==> src/rtl/cmp_pkg.sv <==
// ---------------------------------------------------------------------------
// cmp_pkg
//   Shared types and helpers for the sequential magnitude comparator.
//   cmp_state_t      : controller states (IDLE -> SCAN -> DONE -> IDLE)
//   cmp_res_t        : outcome recorded by the first differing slice
//   cascade_resolve(): maps the l/e/g cascade inputs to {lt, eq, gt}
//   res_flags()      : maps a recorded cmp_res_t to {lt, eq, gt}
// ---------------------------------------------------------------------------
package cmp_pkg;

    typedef enum logic [1:0] {IDLE, SCAN, DONE} cmp_state_t;

    typedef enum logic [1:0] {R_NONE, R_LT, R_EQ, R_GT} cmp_res_t;

    // Priority e > g > l. With no cascade input set, the legacy 4-bit part
    // reported both lt and gt, and chained designs still rely on that.
    function automatic logic [2:0] cascade_resolve(input logic l_in,
                                                   input logic e_in,
                                                   input logic g_in);
        logic [2:0] flags;
        if (e_in)      flags = 3'b010;
        else if (g_in) flags = 3'b001;
        else if (l_in) flags = 3'b100;
        else           flags = 3'b101;
        return flags;
    endfunction

    function automatic logic [2:0] res_flags(input cmp_res_t res);
        logic [2:0] flags;
        case (res)
            R_LT:    flags = 3'b100;
            R_EQ:    flags = 3'b010;
            R_GT:    flags = 3'b001;
            default: flags = 3'b000;
        endcase
        return flags;
    endfunction

endpackage

==> src/rtl/cmp_slice.sv <==
// ---------------------------------------------------------------------------
// cmp_slice
//   Combinational unsigned compare of one SLICE-bit digit.
//   x, y : digit operands
//   lt   : x < y,  eq : x == y,  gt : x > y  (exactly one is set)
// ---------------------------------------------------------------------------
module cmp_slice #(
    parameter int SLICE = 4
) (
    input  logic [SLICE-1:0] x,
    input  logic [SLICE-1:0] y,
    output logic             lt,
    output logic             eq,
    output logic             gt
);

    assign lt = (x < y);
    assign eq = (x == y);
    assign gt = (x > y);

endmodule

==> src/rtl/seq_magnitude_comparator.sv <==
// ---------------------------------------------------------------------------
// seq_magnitude_comparator
//   Multi-cycle magnitude comparator: scans WIDTH-bit operands MSB-first,
//   one SLICE-bit digit per clock, optionally stopping at the first digit
//   that differs. Signed or unsigned compare; l/e/g cascade inputs resolve
//   fully-equal operands so several units can be chained.
//
//   clk, rst_n            clock (rising edge), asynchronous active-low reset
//   in_valid / in_ready   input handshake; a, b, signed_mode, l_in/e_in/g_in
//                         are captured only when both are high
//   out_valid / out_ready output handshake; lt/eq/gt/cycles held while
//                         out_valid is high and out_ready is low
//   lt, eq, gt            result flags (all zero when out_valid is low)
//   cycles                number of slices scanned for this result
// ---------------------------------------------------------------------------
module seq_magnitude_comparator
    import cmp_pkg::*;
#(
    parameter int WIDTH      = 16,
    parameter int SLICE      = 4,
    parameter int EARLY_EXIT = 1
) (
    input  logic                              clk,
    input  logic                              rst_n,
    input  logic                              in_valid,
    output logic                              in_ready,
    input  logic [WIDTH-1:0]                  a,
    input  logic [WIDTH-1:0]                  b,
    input  logic                              signed_mode,
    input  logic                              l_in,
    input  logic                              e_in,
    input  logic                              g_in,
    output logic                              out_valid,
    input  logic                              out_ready,
    output logic                              lt,
    output logic                              eq,
    output logic                              gt,
    output logic [$clog2(WIDTH/SLICE+1)-1:0]  cycles
);

    localparam int NSLICE = WIDTH / SLICE;
    localparam int CW     = $clog2(NSLICE + 1);
    localparam int IW     = (NSLICE > 1) ? $clog2(NSLICE) : 1;

    generate
        if ((WIDTH % SLICE) != 0) begin : g_bad_width
            $error("seq_magnitude_comparator: WIDTH must be a multiple of SLICE");
        end
    endgenerate

    // ---------------- state and holding registers ----------------
    cmp_state_t        state_reg, state_next;
    logic [WIDTH-1:0]  a_reg, b_reg;
    logic              signed_reg, l_reg, e_reg, g_reg;
    logic [IW-1:0]     idx_reg, idx_next;
    logic [CW-1:0]     cnt_reg, cnt_next;
    logic              decided_reg, decided_next;
    cmp_res_t          dec_res_reg, dec_res_next;
    logic [2:0]        flags_reg, flags_next;      // {lt, eq, gt}
    logic [CW-1:0]     cycles_reg, cycles_next;

    logic accept;
    assign accept = (state_reg == IDLE) && in_valid;

    // ---------------- slice selection ----------------
    logic [SLICE-1:0] a_sl [NSLICE];
    logic [SLICE-1:0] b_sl [NSLICE];

    genvar gi;
    generate
        for (gi = 0; gi < NSLICE; gi++) begin : g_split
            assign a_sl[gi] = a_reg[gi*SLICE +: SLICE];
            assign b_sl[gi] = b_reg[gi*SLICE +: SLICE];
        end
    endgenerate

    logic [SLICE-1:0] x_sl, y_sl;
    logic             sl_lt, sl_eq, sl_gt;

    // Flipping the sign bit of the top digit maps two's complement onto
    // offset binary, so the same unsigned digit compare serves both modes.
    always_comb begin
        x_sl = a_sl[idx_reg];
        y_sl = b_sl[idx_reg];
        if (signed_reg && (idx_reg == IW'(NSLICE - 1))) begin
            x_sl[SLICE-1] = ~x_sl[SLICE-1];
            y_sl[SLICE-1] = ~y_sl[SLICE-1];
        end
    end

    cmp_slice #(.SLICE(SLICE)) u_slice (
        .x  (x_sl),
        .y  (y_sl),
        .lt (sl_lt),
        .eq (sl_eq),
        .gt (sl_gt)
    );

    // Result if the scan ended on this cycle: an earlier decision wins,
    // then the current digit, then the cascade inputs.
    logic [2:0] final_flags;
    always_comb begin
        if (decided_reg)  final_flags = res_flags(dec_res_reg);
        else if (sl_gt)   final_flags = 3'b001;
        else if (sl_lt)   final_flags = 3'b100;
        else              final_flags = cascade_resolve(l_reg, e_reg, g_reg);
    end

    // ---------------- next-state logic ----------------
    always_comb begin
        state_next   = state_reg;
        idx_next     = idx_reg;
        cnt_next     = cnt_reg;
        decided_next = decided_reg;
        dec_res_next = dec_res_reg;
        flags_next   = flags_reg;
        cycles_next  = cycles_reg;

        unique case (state_reg)
            IDLE: begin
                if (in_valid) begin
                    state_next   = SCAN;
                    idx_next     = IW'(NSLICE - 1);
                    cnt_next     = '0;
                    decided_next = 1'b0;
                    dec_res_next = R_NONE;
                end
            end
            SCAN: begin
                cnt_next = cnt_reg + 1'b1;
                if (!decided_reg && !sl_eq) begin
                    decided_next = 1'b1;
                    dec_res_next = sl_gt ? R_GT : R_LT;
                end
                if (((EARLY_EXIT != 0) && !sl_eq) || (idx_reg == '0)) begin
                    state_next  = DONE;
                    flags_next  = final_flags;
                    cycles_next = cnt_reg + 1'b1;
                end else begin
                    idx_next = idx_reg - 1'b1;
                end
            end
            DONE: begin
                if (out_ready) begin
                    state_next  = IDLE;
                    flags_next  = 3'b000;
                    cycles_next = '0;
                end
            end
            default: state_next = IDLE;
        endcase
    end

    // ---------------- registers ----------------
    always_ff @(posedge clk or negedge rst_n) begin
        if (!rst_n) begin
            state_reg   <= IDLE;
            idx_reg     <= '0;
            cnt_reg     <= '0;
            decided_reg <= 1'b0;
            dec_res_reg <= R_NONE;
            flags_reg   <= 3'b000;
            cycles_reg  <= '0;
            a_reg       <= '0;
            b_reg       <= '0;
            signed_reg  <= 1'b0;
            l_reg       <= 1'b0;
            e_reg       <= 1'b0;
            g_reg       <= 1'b0;
        end else begin
            state_reg   <= state_next;
            idx_reg     <= idx_next;
            cnt_reg     <= cnt_next;
            decided_reg <= decided_next;
            dec_res_reg <= dec_res_next;
            flags_reg   <= flags_next;
            cycles_reg  <= cycles_next;
            if (accept) begin
                a_reg      <= a;
                b_reg      <= b;
                signed_reg <= signed_mode;
                l_reg      <= l_in;
                e_reg      <= e_in;
                g_reg      <= g_in;
            end
        end
    end

    // ---------------- outputs ----------------
    // in_ready is qualified with rst_n so nothing is offered while held in reset.
    assign in_ready  = rst_n && (state_reg == IDLE);
    assign out_valid = (state_reg == DONE);
    assign lt        = flags_reg[2];
    assign eq        = flags_reg[1];
    assign gt        = flags_reg[0];
    assign cycles    = cycles_reg;

endmodule

==> config.mk <==
export PLATFORM = sky130hd
export DESIGN_NAME = seq_magnitude_comparator
export DESIGN_NICKNAME = d
export VERILOG_FILES = /design/src/rtl/cmp_pkg.sv /design/src/rtl/cmp_slice.sv /design/src/rtl/seq_magnitude_comparator.sv
export SDC_FILE = /design/constraint.sdc
export NUM_CORES = 1
export LEC_CHECK = 0
export BUFFER_PORTS_ARGS = -buffer_cell sky130_fd_sc_hd__buf_2
export CAP_MARGIN = 20
export CORE_ASPECT_RATIO = 0.6
export CORE_UTILIZATION = 54
export CTS_CLUSTER_DIAMETER = 40
export DETAILED_ROUTE_END_ITERATION = 10
export MAX_ROUTING_LAYER = met4
export PLACE_DENSITY = 0.87
export SLEW_MARGIN = 20
export SYNTH_ARGS = -nofsm -noshare
export SYNTH_HDL_FRONTEND = slang
export SYNTH_SLANG_ARGS = --single-unit
==> constraint.sdc <==
create_clock -name clk -period 3.4 [get_ports clk]
set_input_delay 0.51 -clock clk [delete_from_list [all_inputs] [get_ports clk]]
set_output_delay 0.51 -clock clk [all_outputs]
set_load 0.03 [all_outputs]
==> impl_summary.txt <==
----------------------------------------------------
[Outcome]
  Run status ... finished clean

[Place]
  Detailed-placement wirelength estimate ... 3810 µm
  Cell total after placement ... roughly 350
  Placement Cell Area ... ~2700 µm²
  Worst setup slack before clock tree synthesis ... approximately 0.58 ns
  Routability-driven placement congestion ratio ... 0.787
  # port buffers ... 47

[Clock tree]
  Clock Root Buffer ... sky130_fd_sc_hd__clkbuf_8
  TritonCTS clock tree ... done
  Number of buffers added by the clock tree synthesis step ... 5
  H-tree depth ... 2
  Maximum buffer depth of the clock tree ... 2
  Post-CTS Hold Buffers ... 0
  Number of post-CTS setup repair buffers ... 0
  TritonCTS sink count ... 51
  Skew-Pair Late Insertion Delay ... ~0.30 ns
  Clock transition at the registers of the reported paths ... roughly 0.090 ns
  Post-cts sizing count ... 0

[Setup path]
  Max Fanout on Critical Path ... 12
  Category of the worst setup path capture point ... register
  CP Data Arrival Time ... a little over 3 ns
  Largest stage delay on the critical path ... about 0.71 ns
  CP top delay family ... simple AND/OR/NAND/NOR gates
  Data required time at the worst endpoint ... about 3.6 ns
  Category of the most critical setup path ... reg -> reg
  Startpoint kind of the worst setup timing path ... register
  CP max stage cell ... sky130_fd_sc_hd__dfrtp_1
  Number of buffers and inverters on the critical path ... 0
  Cells along the critical path ... mux4_2, xor2_1, ha_1, nand4_2, nor3_1, or2_1, a31oi_1

[Finish]
  Filler Cell Count ... about 340
  Layout-stage area growth over the synthesis result ... 15.3%
  Fraction of layout cells with a size suffix above 1 ... 0.238
  Nets ... approximately 350
  Area of combinational cells with multiple inputs ... 1060 µm²
  Combined flip-flop and latch cell area ... approximately 1300 µm²
  Post-route cell area ... between 2000 and 3000 µm²
  N_diodes ... 0
  Filler-free cell count of the finished design ... 362

[Synth]
  Top FF cell, synth ... sky130_fd_sc_hd__dfrtp_1
  Avg Inst Size Synth ... about 9.5 µm²
  Async S/R FF share, synth ... 1.00
  Post-Syn Nets ... a little over 300
  Summed instance area of the synthesized netlist ... 2410 µm²
  Number of flip-flops and latches in the synthesized netlist ... 51
  Number of instances in the synthesized netlist ... roughly 260
  Number of enable-type register cells in the synthesized netlist ... 0
  Number of different library cells in the post-synthesis netlist ... 35
  Number of warning messages in the yosys log ... 0
  Sequential-to-total area share from yosys stat ... 0.529

[Global route]
  Global-route congestion overflow total ... 0
  Maximum number of pins on one net before global-route repair ... 52
  Total routing usage reported by global routing ... 0.252
  GR met2 Demand/Resource ... 0.338
  Global-route track usage on met3 ... 0.0567
  Fraction of met1 tracks used by global routing ... 0.381
  First-pass GRT wire length ... between 8000 and 9000 µm
  Number of antenna violations at the first check in global routing ... 0
  Most crowded layer after global routing ... met1
  Via count of the first global-routing pass ... around 1.7k

[STA]
  Post-Route Hold Slack ... roughly 0.38 ns
  Max Freq ... 351 MHz
  Final-report setup violation count ... 0
  Setup repair after global routing missed its margin ... false
  Final Slew Violations ... 0
  Endpoints failing hold ... 0
  Time the final worst path needs with I/O delays and setup ... 2.85 ns
  Layout Skew ... approximately 0.0081 ns
  Worst setup slack after layout ... ~0.55 ns
  Setup TNS ... 0 ns
  Final period util ... 0.838
  Worst rel slew slack ... 0.582
  Slew @ Worst Pin ... about 0.63 ns

[Detailed routing]
  Wirelength, routed ... slightly above 5000 µm
  Detailed-route via count ... 1878
  Routed wire per std cell ... approximately 14 µm
  Total DRC errors in the routed layout ... 0
  Post-detailed-route count of antenna-violating nets ... 0
  TritonRoute pass-1 iters ... 4
  Per-cell via count in the routed design ... roughly 5.2
  Number of DRC markers in iteration 0 ... ~110

[Pwr]
  Max VDD drop ... between 0.3 and 0.4 mV
  Leakage power summed over all cells ... about 0.0015 µW
  Cell area power density ... 971 nW/µm²

[Die]
  Effective utilization at floorplan ... 0.576
  Placeable core area ... roughly 4200 µm²
  Placement Rows ... 18
  Number of placed I/O pins ... 48
  Total die area ... 4750 µm²
  Height of the die ... around 54 µm
  Horizontal die dimension ... around 88 µm

[Hold path]
  Kind of path behind the tightest hold check ... in -> async

[Job]
  Max-capacitance violation count ... 0

----------------------------------------------------
Yosys cell counts, types with 2 or more instances:
library cell                 n  share of area
sky130_fd_sc_hd__a21o_1      2         0.0062
sky130_fd_sc_hd__a21oi_1     3         0.0062
sky130_fd_sc_hd__a22o_1      2         0.0073
sky130_fd_sc_hd__a32o_1      2         0.0083
sky130_fd_sc_hd__and2_1      2         0.0052
sky130_fd_sc_hd__buf_1       2         0.0031
sky130_fd_sc_hd__buf_2       5          0.010
sky130_fd_sc_hd__clkbuf_1    3         0.0047
sky130_fd_sc_hd__dfrtp_1    51           0.53
sky130_fd_sc_hd__ha_1        7          0.036
sky130_fd_sc_hd__inv_1       7          0.011
sky130_fd_sc_hd__mux4_2      8          0.075
sky130_fd_sc_hd__nand2_1   121           0.19
sky130_fd_sc_hd__nand2b_1    3         0.0078
sky130_fd_sc_hd__nor2_1      6         0.0093
sky130_fd_sc_hd__nor3_1      3         0.0062
sky130_fd_sc_hd__o21ai_0     9          0.019
sky130_fd_sc_hd__xor2_1      2         0.0073
per-stage QoR:
stage	total power, µW	utilization
after floorplan	2030	-
after global placement	2290	0.644
after detailed placement	2350	0.644
after CTS	2700	0.664
after global routing	2910	0.664
final	2700	0.664
area by class of cell:
class,count,area share
flip-flops and latches,51,0.459
multi-input cells,185,0.380
repair buffers,50,0.0927
well taps,60,0.0270
clock buffers,6,0.0261
inverters,8,0.0108
clock inverters,2,0.00450
where the power goes:
| part | total (µW) | internal [µW] | switching [µW] | leakage (µW) |
|---|---|---|---|---|
| registers | 1100 | 881 | 219 | 0.000632 |
| clock network | 337 | 144 | 193 | 0.0000412 |
| logic | 1260 | 532 | 733 | 0.000830 |
routing by layer:
metal | routed length (µm) | share of wire
met5 | 0 | 0
met4 | 51 | 0.0099
met3 | 310 | 0.060
met2 | 2230 | 0.43
met1 | 2550 | 0.50
layout by cell type (no fill, tap or decap), drive strengths merged, types with 6 or more instances in the layout:
| master | n |
|---|---|
| buf | 50 |
| clkbuf | 6 |
| dfrtp | 51 |
| ha | 7 |
| inv | 8 |
| mux4 | 8 |
| nand2 | 121 |
| nor2 | 6 |
| o21ai | 10 |
cells by family after synthesis:
| group | synth area share |
|---|---|
| DFF | 0.529 |
| AOI/OAI and AO/OA | 0.0664 |
| and+or+nand+nor | 0.247 |
| xor gates and xnor gates | 0.0109 |
| buffers and inverters | 0.0353 |
| adders and majority gates | 0.0363 |
| muxes | 0.0747 |
worst paths after layout:
kind,start,endpoint,slack [ns],cells after the start
setup / recovery,idx_reg[0],idx_reg[1],0.55,7
hold / removal,rst_n,a_reg[8],0.38,2
setup reg to reg,idx_reg[0],idx_reg[1],0.55,7
hold reg to reg,b_reg[5],b_reg[5],0.49,2
max in group asynchronous,rst_n,state_reg[1],2.61,2
min in group clk,a[12],a_reg[12],0.39,3
Note: power is estimated with default switching activity, not from simulation.
